**src/rtl/sub_pkg.sv**
```systemverilog
// Shared types and limits for the bit-serial subtractor.
package sub_pkg;

   typedef enum logic [1:0] {IDLE, SHIFT, DONE} sub_state_t;

   // Widest operand the counter/shift-register sizing is meant for.
   localparam int MAX_N = 32;

endpackage

```
**src/rtl/full_subtractor.sv**
```systemverilog
// One-bit full subtractor: d = a - b - bin, with borrow-out.
module full_subtractor (
   output logic d,
   output logic bout,
   input  logic a,
   input  logic b,
   input  logic bin
);

   assign d    = a ^ b ^ bin;
   // Borrow when b exceeds a, or when a==b and a borrow is already pending.
   assign bout = (~a & b) | (~(a ^ b) & bin);

endmodule

```
**src/rtl/serial_subtractor.sv**
```systemverilog
// Bit-serial N-bit subtractor D = A - B, LSB first, one bit per clock.
// Operands are captured on an accepted start and shifted through a single
// full-subtractor cell; the difference is assembled MSB-side into D.
module serial_subtractor
   import sub_pkg::*;
#(
   parameter int N = 8   // 1..MAX_N
) (
   input  logic         clk,
   input  logic         reset,
   input  logic         start,
   input  logic [N-1:0] A,
   input  logic [N-1:0] B,
   output logic         busy,
   output logic         done,
   output logic [N-1:0] D,
   output logic         BORROW
);

   localparam int CW = $clog2(N) + 1;

   sub_state_t    state, state_nxt;
   logic [N-1:0]  a_sr, b_sr, d_reg, d_shift;
   logic [CW-1:0] cnt;
   logic          borrow_ff, bo_reg;
   logic          fs_d, fs_bout;
   logic          last_bit, load;

   full_subtractor u_fs (
      .d    (fs_d),
      .bout (fs_bout),
      .a    (a_sr[0]),
      .b    (b_sr[0]),
      .bin  (borrow_ff)
   );

   // New result bit enters at the top; a 1-bit build has nothing to shift.
   generate
      if (N == 1) begin : g_d1
         assign d_shift = fs_d;
      end else begin : g_dn
         assign d_shift = {fs_d, d_reg[N-1:1]};
      end
   endgenerate

   assign last_bit = (cnt == CW'(N - 1));
   // start only counts when not mid-operation (IDLE or DONE).
   assign load     = start && (state != SHIFT);

   // Next-state decode.
   always_comb begin
      state_nxt = state;
      case (state)
         IDLE:    state_nxt = start ? SHIFT : IDLE;
         SHIFT:   state_nxt = last_bit ? DONE : SHIFT;
         DONE:    state_nxt = start ? SHIFT : IDLE;
         default: state_nxt = IDLE;
      endcase
   end

   // State, operand shift registers, borrow chain and result registers.
   always_ff @(posedge clk) begin
      if (reset) begin
         state     <= IDLE;
         a_sr      <= '0;
         b_sr      <= '0;
         d_reg     <= '0;
         cnt       <= '0;
         borrow_ff <= 1'b0;
         bo_reg    <= 1'b0;
      end else begin
         state <= state_nxt;
         if (load) begin
            a_sr      <= A;
            b_sr      <= B;
            borrow_ff <= 1'b0;
            cnt       <= '0;
         end else if (state == SHIFT) begin
            d_reg     <= d_shift;
            a_sr      <= a_sr >> 1;
            b_sr      <= b_sr >> 1;
            borrow_ff <= fs_bout;
            // Counter parks at N-1 on the last bit instead of wrapping.
            if (last_bit) bo_reg <= fs_bout;
            else          cnt    <= cnt + CW'(1);
         end
      end
   end

   assign busy   = (state == SHIFT);
   assign done   = (state == DONE);
   assign D      = d_reg;
   assign BORROW = bo_reg;

endmodule
```
**config.mk**
```make
export PLATFORM = sky130hd
export DESIGN_NAME = serial_subtractor
export DESIGN_NICKNAME = d
export VERILOG_FILES = /design/src/rtl/sub_pkg.sv /design/src/rtl/full_subtractor.sv /design/src/rtl/serial_subtractor.sv
export SDC_FILE = /design/constraint.sdc
export NUM_CORES = 1
export LEC_CHECK = 0
export CORE_MARGIN = 5
export CORE_UTILIZATION = 50
export DETAILED_ROUTE_END_ITERATION = 8
export HOLD_SLACK_MARGIN = 0.03
export PLACE_DENSITY = 0.79
export SYNTH_ARGS = -nofsm -noshare
export SYNTH_HDL_FRONTEND = slang
export SYNTH_SLANG_ARGS = --single-unit
```
**constraint.sdc**
```tcl
create_clock -name clk -period 3.4 [get_ports clk]
set_input_delay 0.34 -clock clk [delete_from_list [all_inputs] [get_ports clk]]
set_output_delay 0.34 -clock clk [all_outputs]
set_load 0.1 [all_outputs]
```
Yosys cells after proc, flatten, opt, wreduce, memory -nomap -nowiden:

Cells that the tools add are included.

* register bits: 32
* input port bits: 19
* output and inout port bits: 11
* logic and storage cells: 36

* $add $sub $neg: 1
* equal/unequal tests: 4
* muxes and demuxes: 7
* bitwise logic cells: 9
* reduce and logical (&&, ||, !) cells: 8

Operators with widths (number)
* $mux 8: 4
* $add 4x1->4 const B: 1
* $eq 4x3->1 const B: 1
* $not 1->1: 4
* $pmux 2 s2: 1
* $reduce_and 2->1: 2
* $reduce_or 2->1: 2
* $reduce_and 3->1: 1
* $and 1x1->1: 2
* $eq 2x1->1 const B: 1
* $eq 2x2->1 const B: 1
* $logic_not 2->1: 1
* $mux 2: 1
* $ne 2x1->1 const B: 1
* $reduce_bool 2->1: 1
* $xor 1x1->1: 2
* $logic_and 1x1->1: 1
* $mux 1: 1
* $or 1x1->1: 1

Depth between registers and ports, before layout:

Gate-level depths: netlist of run 1.

* depth after elaboration: 4
* gate-level depth with buffers: 7
* mapped depth without buffers: 4

By module:

A second synthesis of run 1 with hierarchy kept.

* cells, all modules: 151
* area total of the unflattened synthesis: 1373.8 um2

Modules (own cells, without submodules)
* serial_subtractor: times used 1, cells an instance 147, area an instance 1342.5 um2, seq. area each 640.6 um2
* full_subtractor: times used 1, cells an instance 4, area an instance 31.3 um2, seq. area each 0.0 um2

Worst setup path after synthesis of run 1:

Ideal clock, no wire load.

* path type: register to output
* start point: register state[1]
* end point: output port done
* arrival time: 1.651 ns
* data required time: 3.060 ns
* slack: 1.409 ns
* cell stages (with the launch flop): 2
* buffers on the path: 0
* path through: dfxtp_1 -> nor2b_1

* longest elaborated chain between the ends: 1

RTL lines
* from (decl): line serial_subtractor.sv:22 `sub_state_t state, state_nxt;`
* from (signal assigned): line serial_subtractor.sv:72 `state <= state_nxt;`
* $eq 2x2->1: line serial_subtractor.sv:91 `assign done = (state == DONE);`
* to (decl): line serial_subtractor.sv:15 `output logic done,`

Every way passes these cells.

Final worst setup path of run 1:

* start point: register state[1]
* end point: output port busy

* longest elaborated chain between the ends: 1

RTL lines
* $eq 2x1->1: line serial_subtractor.sv:90 `assign busy = (state == SHIFT);`
* to (decl): line serial_subtractor.sv:14 `output logic busy,`

Every way passes these cells.

==> results of run 1 <==
## flip-flops by register name (all words and copies together), names as in the netlist
signal     flops
b_sr           8
a_sr           8
state          2
cnt            4
BORROW         1
D              8
borrow_ff      1
## cell usage after synthesis, drive strengths merged
cell	n	area, µm²
a311oi	1	8.760
a211oi	14	105.1
or3	1	6.260
and4	1	10.01
nor3	3	15.01
clkbuf	5	18.77
a2111oi	1	10.01
clkinv	1	5.000
dfxtp	32	640.6
fa	1	20.02
nand3	2	10.01
mux2i	16	160.2
o21ai	2	10.01
a21oi	12	60.06
nor2	15	56.30
buf	8	51.29
nor2b	2	12.51
ha	1	12.51
or4	2	15.01
nand4b	1	8.760
a31oi	1	6.260
nand2b	4	25.02
and3b	1	8.760
nand2	16	60.06
inv	2	7.510
mux2	1	11.26
nand3b	2	15.01
## worst paths after layout
kind	start	endpoint	slack (ns)	cells past startpoint
max	state[1]	busy	0.97	3
max reg2reg	state[1]	cnt[2]	1.25	4
min reg2reg	D[2]	D[2]	0.48	2
min	D[2]	D[2]	0.48	2
## report_power, final
group / switching (mW) / internal [mW]
clock: 0.128 / 0.102
combinational: 0.0655 / 0.0513
sequential: 0.0125 / 0.396
total: 0.207 / 0.549
## cells by family after synthesis
family | after synthesis
buf+inv | 16
simple gates | 50
fa+ha+maj | 2
flops | 32
compound gates | 31
mux | 17
## metal layers
layer	vias up	routed length (µm)	GRT usage
met1	527	1208	0.1708
met4	0	68	0.09549
li1	565	-	-
met5	-	0	0
met2	19	1334	0.2552
met3	7	121	0.05045
## worst reg2reg max path, stage by stage (launching register included)
cell and delay, ns:
sky130_fd_sc_hd__dfxtp_1 0.34, sky130_fd_sc_hd__nand2b_1 0.61, sky130_fd_sc_hd__clkinv_2 0.44, sky130_fd_sc_hd__and4_2 0.37, sky130_fd_sc_hd__a2111oi_1 0.29
## area by class of cell
type                            count  area (µm²)
Tap cell                           31       38.79
Multi-Input combinational cell    100       646.9
Sequential cell                    32       640.6
Timing Repair Buffer               31       302.8
Clock buffer                        8       58.81
Inverter                            3       12.51
Fill cell                         230       985.9
## stage by stage
| step | util | worst slack [ns] | total power [mW] |
|---|---|---|---|
| detailed placement | 0.6111 | 1.249 | 0.5353 |
| CTS | 0.6330 | 0.9688 | 0.7618 |
| finish | 0.6330 | 0.9725 | 0.7560 |
| global placement | 0.6111 | 1.330 | 0.5311 |
| floorplan | - | 1.409 | 0.5004 |
| global route | 0.6330 | 0.7446 | 0.7933 |
==> run summary, run 1 <==
The flow ran to the end, and the final reports show no timing, DRC or antenna violations. The worst min-delay path category is flop to flop. The tools report the I/O pin count as 30. The mux cell area share after synthesis is 0.1251. The die is 62.35 µm wide. The run gives 1118 as the via count.

After synthesis, the largest family of logic cells by area is simple AND/OR/NAND/NOR gates. On the worst path, the slowest cell contributes a delay of 0.61 ns. In this run the deepest clock path goes through 2 buffers. Dominant delay contributor by cell family on the critical path: buffers and inverters. The power density over the cells is 444.6 nW/µm², and the data required time of the critical path is 3.06 ns.

In the final routed layout, each cell accounts on average for 13.33 µm. Max-cap violations in this run came to 0. The post-synth net total was 169. The largest individual stage delay along the critical path comes from the cell sky130_fd_sc_hd__nand2b_1. The tree built by TritonCTS fans out to 32 sinks.

The run gives 1133 as the number of global-route vias before repair. The library cells used most frequently in the layout, excluding fill and tap cells, are 32 x sky130_fd_sc_hd__dfxtp_1, 28 x sky130_fd_sc_hd__clkdlybuf4s50_1, 16 x sky130_fd_sc_hd__mux2i_1, 16 x sky130_fd_sc_hd__nand2_1, 15 x sky130_fd_sc_hd__nor2_1. The iteration count of the initial detailed-routing pass was 4; the detailed-route DRC error count was 0. For this run the aggregate overflow at the end of global routing stands at 0. Buffering stage count on the worst path with inverters included: 2. In this run, placement finished with an instance count of 197. The clock tree skew after final layout is 0.005991 ns, and the die boundary height is 62.35 µm.

Iteration-0 DRC count of the detailed router: 34. The signal on the critical path passes through nand2b_1 > clkinv_2 > buf_4. Clock tree synthesis inserted a total of 5 buffers. The tree is rooted in a sky130_fd_sc_hd__clkbuf_4.

The total setup buffers inserted after CTS was 0; the max-slew violation count was 0. The sort of element at the start of the critical path was a flop. The global router's overall resource usage was 0.1549.

After detailed routing, the number of vias per cell comes to 5.454. Once detailed placement completed, the half-perimeter wirelength came to 1886 µm. The starting utilization of the core area is 0.5100, and the final count of negative-setup-slack endpoints is 0. The tightest slew margin relative to the limit was 0.2889. Relative to the synthesized area, the layout overhead comes to 24.11%.

Entering global routing, the biggest net connects 26 pins. Once layout is done, the placed cells without fillers occupy 1700 µm². The clock slew seen by the registers of the worst setup and hold paths was 0.10 ns; the number of standard-cell rows in the floorplan was 19.

The leading cell type in the layout, fill and taps excluded was sky130_fd_sc_hd__dfxtp_1. Number of library cell types mapped by synthesis: 29. The repair_antennas step left the layout with diodes totalling 0. The worst setup path is captured at a primary output. The standard cell area after detailed placement is 1642 µm², and the static leakage power is 0.6449 nW. The count of buffers from port buffering came out at 29. The largest vdd supply drop was 293.7 µV; the post-synthesis instance total was 148.

At the end of routability-driven placement, the weighted congestion stood at 0.7366. The clock reaches the later pin of the worst-skew pair after 0.34 ns. The run gives 1370 µm² as the cell area after technology mapping. For this design, the CTS-stage hold fixing added 0 buffers. The fraction of the mapped netlist area in simple logic gates was 0.1772. The first-pass GRT wire length is 4864 µm, and the number of antenna violations at the first check in global routing is 0.

Final hold analysis gives a worst-case slack of 0.4779 ns. TritonCTS built the clock tree. The run gives 0 as the final-report hold violation count. Fraction of final layout cells with drive strength greater than 1: 0.06897.

Compound-cell area share of the yosys netlist: 0.1461. The synthesis-stage register bit count was 32; the sequential fraction of the synthesis area was 0.4676. In this run the remaining antenna-violating nets after routing total 0. The finished layout holds 205 standard cells, fillers aside. Setup repair after global routing left no endpoint under its margin. The tools report the maximum clock frequency as 0.4120 GHz. The area of the core is 2686 µm², and the share of the clock period used by the worst path after layout is 0.7140. Each instance of the synthesized netlist takes up on average 9.257 µm². The adder-cell area share of the yosys netlist came out at 0.02374.

The total number of yosys warnings came out at 0. The H-tree depth was 2; the pin slew with the least headroom to its limit was 1.063 ns. The post-route minimum period was 2.427 ns; the detailed-route wire length was 2732 µm.

For the final routed database, the setup TNS stands at 0 ns. In this run the worst path has a maximum fanout of 22. The area of the die was 3887 µm².

The startpoint-to-endpoint class of the critical path was flop to primary output. The tools report the post-CTS resize count as 0. Data on the critical path arrives at its endpoint at 2.09 ns. For this run, the post-layout net count is 194. Share of the synthesized netlist area taken by xor and xnor gates: 0.
(Power assumes the default switching activity.)
==> run 2: changes to the inputs <==
Settings changed: CORE_UTILIZATION 50 to 44, PLACE_DENSITY 0.79 to 0.74.
Clock period 3.4 ns to 2 ns, I/O delays scaled along.
==> run summary, run 2 (synthesized netlist as in run 1, its figures left out) <==
The relative area change from synthesis to final layout is 25.48%. I/O pin count: 30 (unchanged). Global-route congestion overflow total: 0 (unchanged).

The run gives 0.1331 (-0.02180) as the global router's overall resource usage. Leaving out fill and tap cells, the most frequent cell in the layout is sky130_fd_sc_hd__dfxtp_1. The tools report the global-route track usage on met3 as 0.06122 (+0.01077). The pin slew with the least headroom to its limit is 0.3302 ns (-0.7331 ns), and the number of fill cells in the layout is 280 (+22%). Sort of element at the start of the critical path: a flop. Most used routing layer: met2.

The largest stage delay on the critical path was 0.32 ns (-0.29 ns); the final count of negative-setup-slack endpoints was 0 (unchanged). Cell type of the slowest stage on the worst timing path: sky130_fd_sc_hd__dfxtp_1. The number of cells on the worst reg-to-reg path came out at 4 (unchanged).

The placer's final routability congestion estimate was 0.7285 (-1.1%); the starting utilization of the core area was 0.4525 (-0.05753). Clock tree skew after final layout: 0.004296 ns (-0.001695 ns). Hold buffer count at CTS: 0 (unchanged). Worst min-delay path category: flop to flop. The tools report the final instance area as 1719 µm² (+1.1%). CTS placed an instance of sky130_fd_sc_hd__clkbuf_4 at the clock tree root. The logs give 0.6784 nW (+5.2%) for the static leakage power and 34 (+31%) for the largest net degree at the start of global routing. Setup repair after global routing left no endpoint under its margin.

For the total setup buffers inserted after CTS, the log shows 0 (unchanged). The tools report the iteration count of the initial detailed-routing pass as 4 (unchanged). The critical path in this run is classified as flop to primary output. The power density over the cells came out at 737.3 nW/µm² (+66%). The max-capacitance violation count is 0 (unchanged).

The fraction of final layout cells with drive strength greater than 1 was 0.1364 (+0.06740). Final worst setup slack: 0.4584 ns (-0.5141 ns). The kind of cell with the highest combined delay along the critical path is buffers and inverters. The post-route antenna net violation count was 0 (unchanged); the area of the core was 3028 µm² (+13%). The logs give 0.7799 (+0.4909) for the tightest slew margin relative to the limit and 196 (+1.0%) for the total number of nets in the final design. The top cell types in the final layout, fill and taps aside, are 32 x sky130_fd_sc_hd__dfxtp_1, 18 x sky130_fd_sc_hd__clkdlybuf4s50_1, 16 x sky130_fd_sc_hd__mux2i_1, 16 x sky130_fd_sc_hd__nand2_1, 15 x sky130_fd_sc_hd__nor2_1.

For the max-slew violation count, the log shows 0 (unchanged). For the largest vdd supply drop, the log shows 443.7 µV (+51%). Maximum buffer depth of the clock tree: 2 (unchanged). TritonCTS built the clock tree. The tools report the number of sinks on the clock net as 32 (unchanged). The area of combinational cells with multiple inputs is 646.9 µm² (unchanged).

The clock period could shrink to 1.542 ns. The run gives 0 ns (unchanged) as the final setup TNS. The clock slew seen by the registers of the worst setup and hold paths was 0.09 ns (about the same); the H-tree depth was 2 (unchanged). The run gives 2572 µm (-5.9%) as the detailed-route wire length. The iteration-0 DRC count of the detailed router was 32 (-5.9%); the critical-path maximum fanout was 21 (-4.5%). The clock insertion delay at the later pin of the skew report was 0.32 ns (-0.02 ns).

The number of buffers created by CTS was 5 (unchanged). The via count is 1106 (-1.1%). The number of cells traversed by the worst hold path came out at 2 (unchanged). Walking the worst path, the cells encountered are nand2b_1 > clkinv_2 > buf_12. The buffering stage count on the worst path with inverters included was 2 (unchanged); the met2 routing resource usage after global routing was 0.1977 (-0.05743). The number of global-route vias before repair is 1016 (-10%), and the area of the die is 4330 µm² (+11%). The detailed-route wire length per cell is 11.69 µm (-12%), and the detailed-route DRC error count is 0 (unchanged). Based on the critical path, the design can be clocked at up to 0.6487 GHz.

The number of diodes came out at 0 (unchanged). Count of buffers from port buffering: 29 (unchanged). In this run the critical register-to-register path is launched from state[1]. The post-CTS resize count is 0 (unchanged), and the standard cell area after detailed placement is 1660 µm² (+1.1%). Total stage count of the critical path: 3 (unchanged). Routed via count divided by cell count: 5.027 (-7.8%). The area of all sequential standard cells came out at 640.6 µm² (unchanged).

The tools report the critical path endpoint category as a primary output. Post-route total power: 1.268 mW (+68%). The detailed placement HPWL was 1764 µm (-6.5%). The run gives 1.34 ns (-0.75 ns) as the arrival time of the worst setup path.

The number of antenna violations at the first check in global routing came out at 0 (unchanged). The logs give 0 (unchanged) for the final-report hold violation count and 0.5014 ns (-0.7474 ns) for the worst slack at placement. The horizontal die dimension came out at 65.80 µm (+5.5%). The tools report the utilization of the core after routing as 0.5678 (-0.06521).

The run finished with clean final reports. The run gives 4422 µm (-9.1%) as the first-pass GRT wire length. The start point of the critical path is state[1]. The run gives 20 (+1) as the number of standard-cell rows in the floorplan.

The data required time of the critical path was 1.80 ns (-1.26 ns). The die boundary height works out to 65.80 µm (+5.5%). The tools report the critical hold path startpoint as D[0]. The routing usage on met1 was 0.1633 (-0.007429); the share of the clock period used by the worst path after layout was 0.7708.
run 2: cell type report:
type	instances	area share
repair buffers	33	0.1776
clock buffers	8	0.03421
flip-flops and latches	32	0.3726
inverters	3	0.007278
well taps	44	0.03202
multi-input cells	100	0.3763
run 2: stage by stage:
stage	std cells	hold WS (ns)
2_1_floorplan	148	0.3811
3_3_place_gp	212	0.4431
3_5_place_dp	212	0.4609
4_1_cts	220	0.4745
5_1_grt	220	0.4931
6_report	220	0.4684
run 2: metal layers:
metal  up-vias  part of all wire
li1        574                 -
met1       508              0.47
met2        22              0.47
met3         2             0.048
met4         0             0.011
met5         -                 0
run 2: worst paths after layout:
check	to	slack, ns
max	busy	0.46
min	D[0]	0.47
max reg2reg	cnt[2]	0.48
min reg2reg	D[0]	0.47
run 2: report_power, final:
group          internal (mW)  leakage (nW)  switching [mW]
sequential             0.673         0.262          0.0208
combinational         0.0926         0.384           0.114
clock                  0.173        0.0326           0.194
run 2: worst min-delay path, delay by kind of cell (launching register included):
kind | cells | cell delay, ns
flops | 1 | 0.32
simple gates | 1 | 0.05
compound gates | 1 | 0.06
==> run 3: changes to the inputs <==
Clock period 2 ns to 1.29 ns, I/O delays scaled along.
==> run summary, run 3 (synthesized netlist as in run 1, its figures left out) <==
The static leakage power came out at 0.7883 nW (+16%). For the largest net degree at the start of global routing, the log shows 20 (-41%). The number of antenna violations at the first check in global routing was 0 (unchanged). The number of buffers created by CTS is 5 (unchanged), and the global router's overall resource usage is 0.1771 (+0.04392).

TritonCTS built the clock tree. The logs give 0 (unchanged) for the final-report hold violation count and 0.33 ns (about the same) for the clock insertion delay at the later pin of the skew report. The number of cells on the worst reg-to-reg path was 4 (unchanged); the max-capacitance violation count was 0 (unchanged). The area of the die is 4330 µm² (unchanged), and the detailed placement HPWL is 2337 µm (+32%). The first-pass GRT wire length was 5789 µm (+31%).

The post-route minimum period works out to 1.375 ns. The data required time of the critical path was 1.55 ns (-0.25 ns); the I/O pin count was 30 (unchanged). Number of cells traversed by the worst hold path: 3 (+1).

The arrival time of the worst setup path is 1.63 ns (+0.29 ns), and the clock slew seen by the registers of the worst setup and hold paths is 0.10 ns (about the same). The run gives 236 (-16%) as the number of fill cells in the layout. The detailed-route wire length was 3245 µm (+26%).

The count of buffers from port buffering came out at 29 (unchanged). The iteration-0 DRC count of the detailed router came out at 65 (+100%). Number of sinks on the clock net: 32 (unchanged).

Endpoint of the worst-slack reg-to-reg timing path: cnt[3]. The area of the core was 3028 µm² (unchanged); the global-route congestion overflow total was 0 (unchanged). Share of the clock period used by the worst path after layout: 1.066.

The standard cell area after detailed placement is 1887 µm² (+14%). Detailed-route wire length per cell: 13.93 µm (+19%). For the max-slew violation count, the log shows 0 (unchanged). Largest vdd supply drop: 809.8 µV (+83%). For the final instance area, the log shows 2053 µm² (+19%). In this run the worst hold path is classified as input port to flop.

The sort of element at the start of the critical path is a flop. In the layout the commonest cells are 28 x sky130_fd_sc_hd__dfxtp_1, 18 x sky130_fd_sc_hd__clkdlybuf4s50_1, 16 x sky130_fd_sc_hd__mux2i_1, 16 x sky130_fd_sc_hd__nand2_1, 15 x sky130_fd_sc_hd__nor2_1. Maximum buffer depth of the clock tree: 2 (unchanged). The placer's final routability congestion estimate is 0.8181 (+12%). The reg-to-reg setup timing slack was -0.08 ns (-0.56 ns); the H-tree depth was 2 (unchanged). The run finished, with violations left.

The number of global-route vias before repair is 1250 (+23%). Worst slack at placement: -0.1486 ns (-0.6499 ns). The path with the worst hold slack has its endpoint at a_sr[7]. Routed via count divided by cell count: 5.107 (+1.6%).

The critical-path maximum fanout is 3 (-86%), and the iteration count of the initial detailed-routing pass is 4 (unchanged). The critical path endpoint category is a flop. The tools report the total number of nets in the final design as 209 (+6.6%). Clock tree skew after final layout: 0.007204 ns (+0.002908 ns). The pin slew with the least headroom to its limit works out to 0.2492 ns (-0.08103 ns). The tools report the critical hold path startpoint as A[7]. The run gives 0 (unchanged) as the detailed-route DRC error count. The horizontal die dimension came out at 65.80 µm (unchanged). Startpoint-to-endpoint class of the critical path: flop to flop. The power density over the cells was 1010 nW/µm² (+37%). The tightest slew margin relative to the limit was 0.8339 (+0.05402); the final count of negative-setup-slack endpoints was 3 (+3).

Leading cell type in the layout, fill and taps excluded: sky130_fd_sc_hd__dfxtp_1. For the starting utilization of the core area, the log shows 0.4525 (unchanged). The run gives 0 (unchanged) as the post-route antenna net violation count.

The checks that failed: negative setup slack. The number of diodes is 0 (unchanged). Setup repair after global routing could not meet its margin everywhere. The die boundary height is 65.80 µm (unchanged). The final worst setup slack was -0.08459 ns (-0.5430 ns); the fraction of final layout cells with drive strength greater than 1 was 0.2698 (+0.1335). The beginning of the worst register-to-register path is cnt[0]. The area growth from synthesis to layout is 49.86%. The via count is 1190 (+7.6%), and the number of standard-cell rows in the floorplan is 20 (unchanged). The tools report the cell chosen for the clock root as sky130_fd_sc_hd__clkbuf_4. Derived from the worst setup path, the maximum achievable clock frequency is 0.7275 GHz.
[run 3: changes by cell type in the layout (fill, tap and decap cells not counted), sizes merged]
cell  delta
buf     +13
[run 3: final cells by class]
type / count / area [µm²] / share of cell area
Multi-Input combinational cell: 100 / 721.9 / 0.3516
Sequential cell: 32 / 645.6 / 0.3144
Timing Repair Buffer: 46 / 555.5 / 0.2706
Clock buffer: 8 / 58.81 / 0.02864
Tap cell: 44 / 55.05 / 0.02681
Inverter: 3 / 16.27 / 0.007922
[run 3: power breakdown]
group | switching [mW] | internal, mW
Sequential | 0.0354 | 1.04
Clock | 0.323 | 0.269
Combinational | 0.209 | 0.194
[run 3: timing repair]
item                       CTS  global route
pin swaps                    1             0
hold buffers                 0             0
buffers inserted             2             0
setup endpoints to repair   12            11
resized for setup           11             9
[run 3: worst max-delay path: stages (launching register included)]
cell and delay, ns:
sky130_fd_sc_hd__dfxtp_2 0.35, sky130_fd_sc_hd__ha_4 0.16, sky130_fd_sc_hd__and3b_1 0.19, sky130_fd_sc_hd__or4_1 0.47
sky130_fd_sc_hd__a31oi_1 0.14
[run 3: through the flow]
stage	hold WS (ns)	utilization	setup TNS (ns)	total power, mW	std cells
floorplan	0.3101	-	-0.03242	1.323	148
global placement	0.4832	0.6231	-0.1002	1.450	223
global route	0.4146	0.6781	-0.4889	2.195	233
CTS	0.4218	0.6620	-0.1405	2.069	233
finish	0.4213	0.6781	-0.1919	2.074	233
detailed placement	0.4911	0.6231	-0.8805	1.469	223
[run 3: worst max path at each step]
stage,startpoint,to,slack [ns],depth (start not counted)
detailed placement,state[1],cnt[2],-0.15,4
floorplan,cnt[0],cnt[3],-0.03,4
CTS,state[1],busy,-0.07,4
global route,cnt[0],cnt[3],-0.15,4
finish,cnt[0],cnt[3],-0.08,4
global placement,cnt[0],cnt[3],-0.04,4
[run 3: routing by layer]
| metal | global-route usage | routed length [µm] |
|---|---|---|
| met3 | 0.04592 | 111 |
| met5 | 0 | 0 |
| met4 | 0.06218 | 53 |
| met1 | 0.2053 | 1379 |
| met2 | 0.3116 | 1701 |
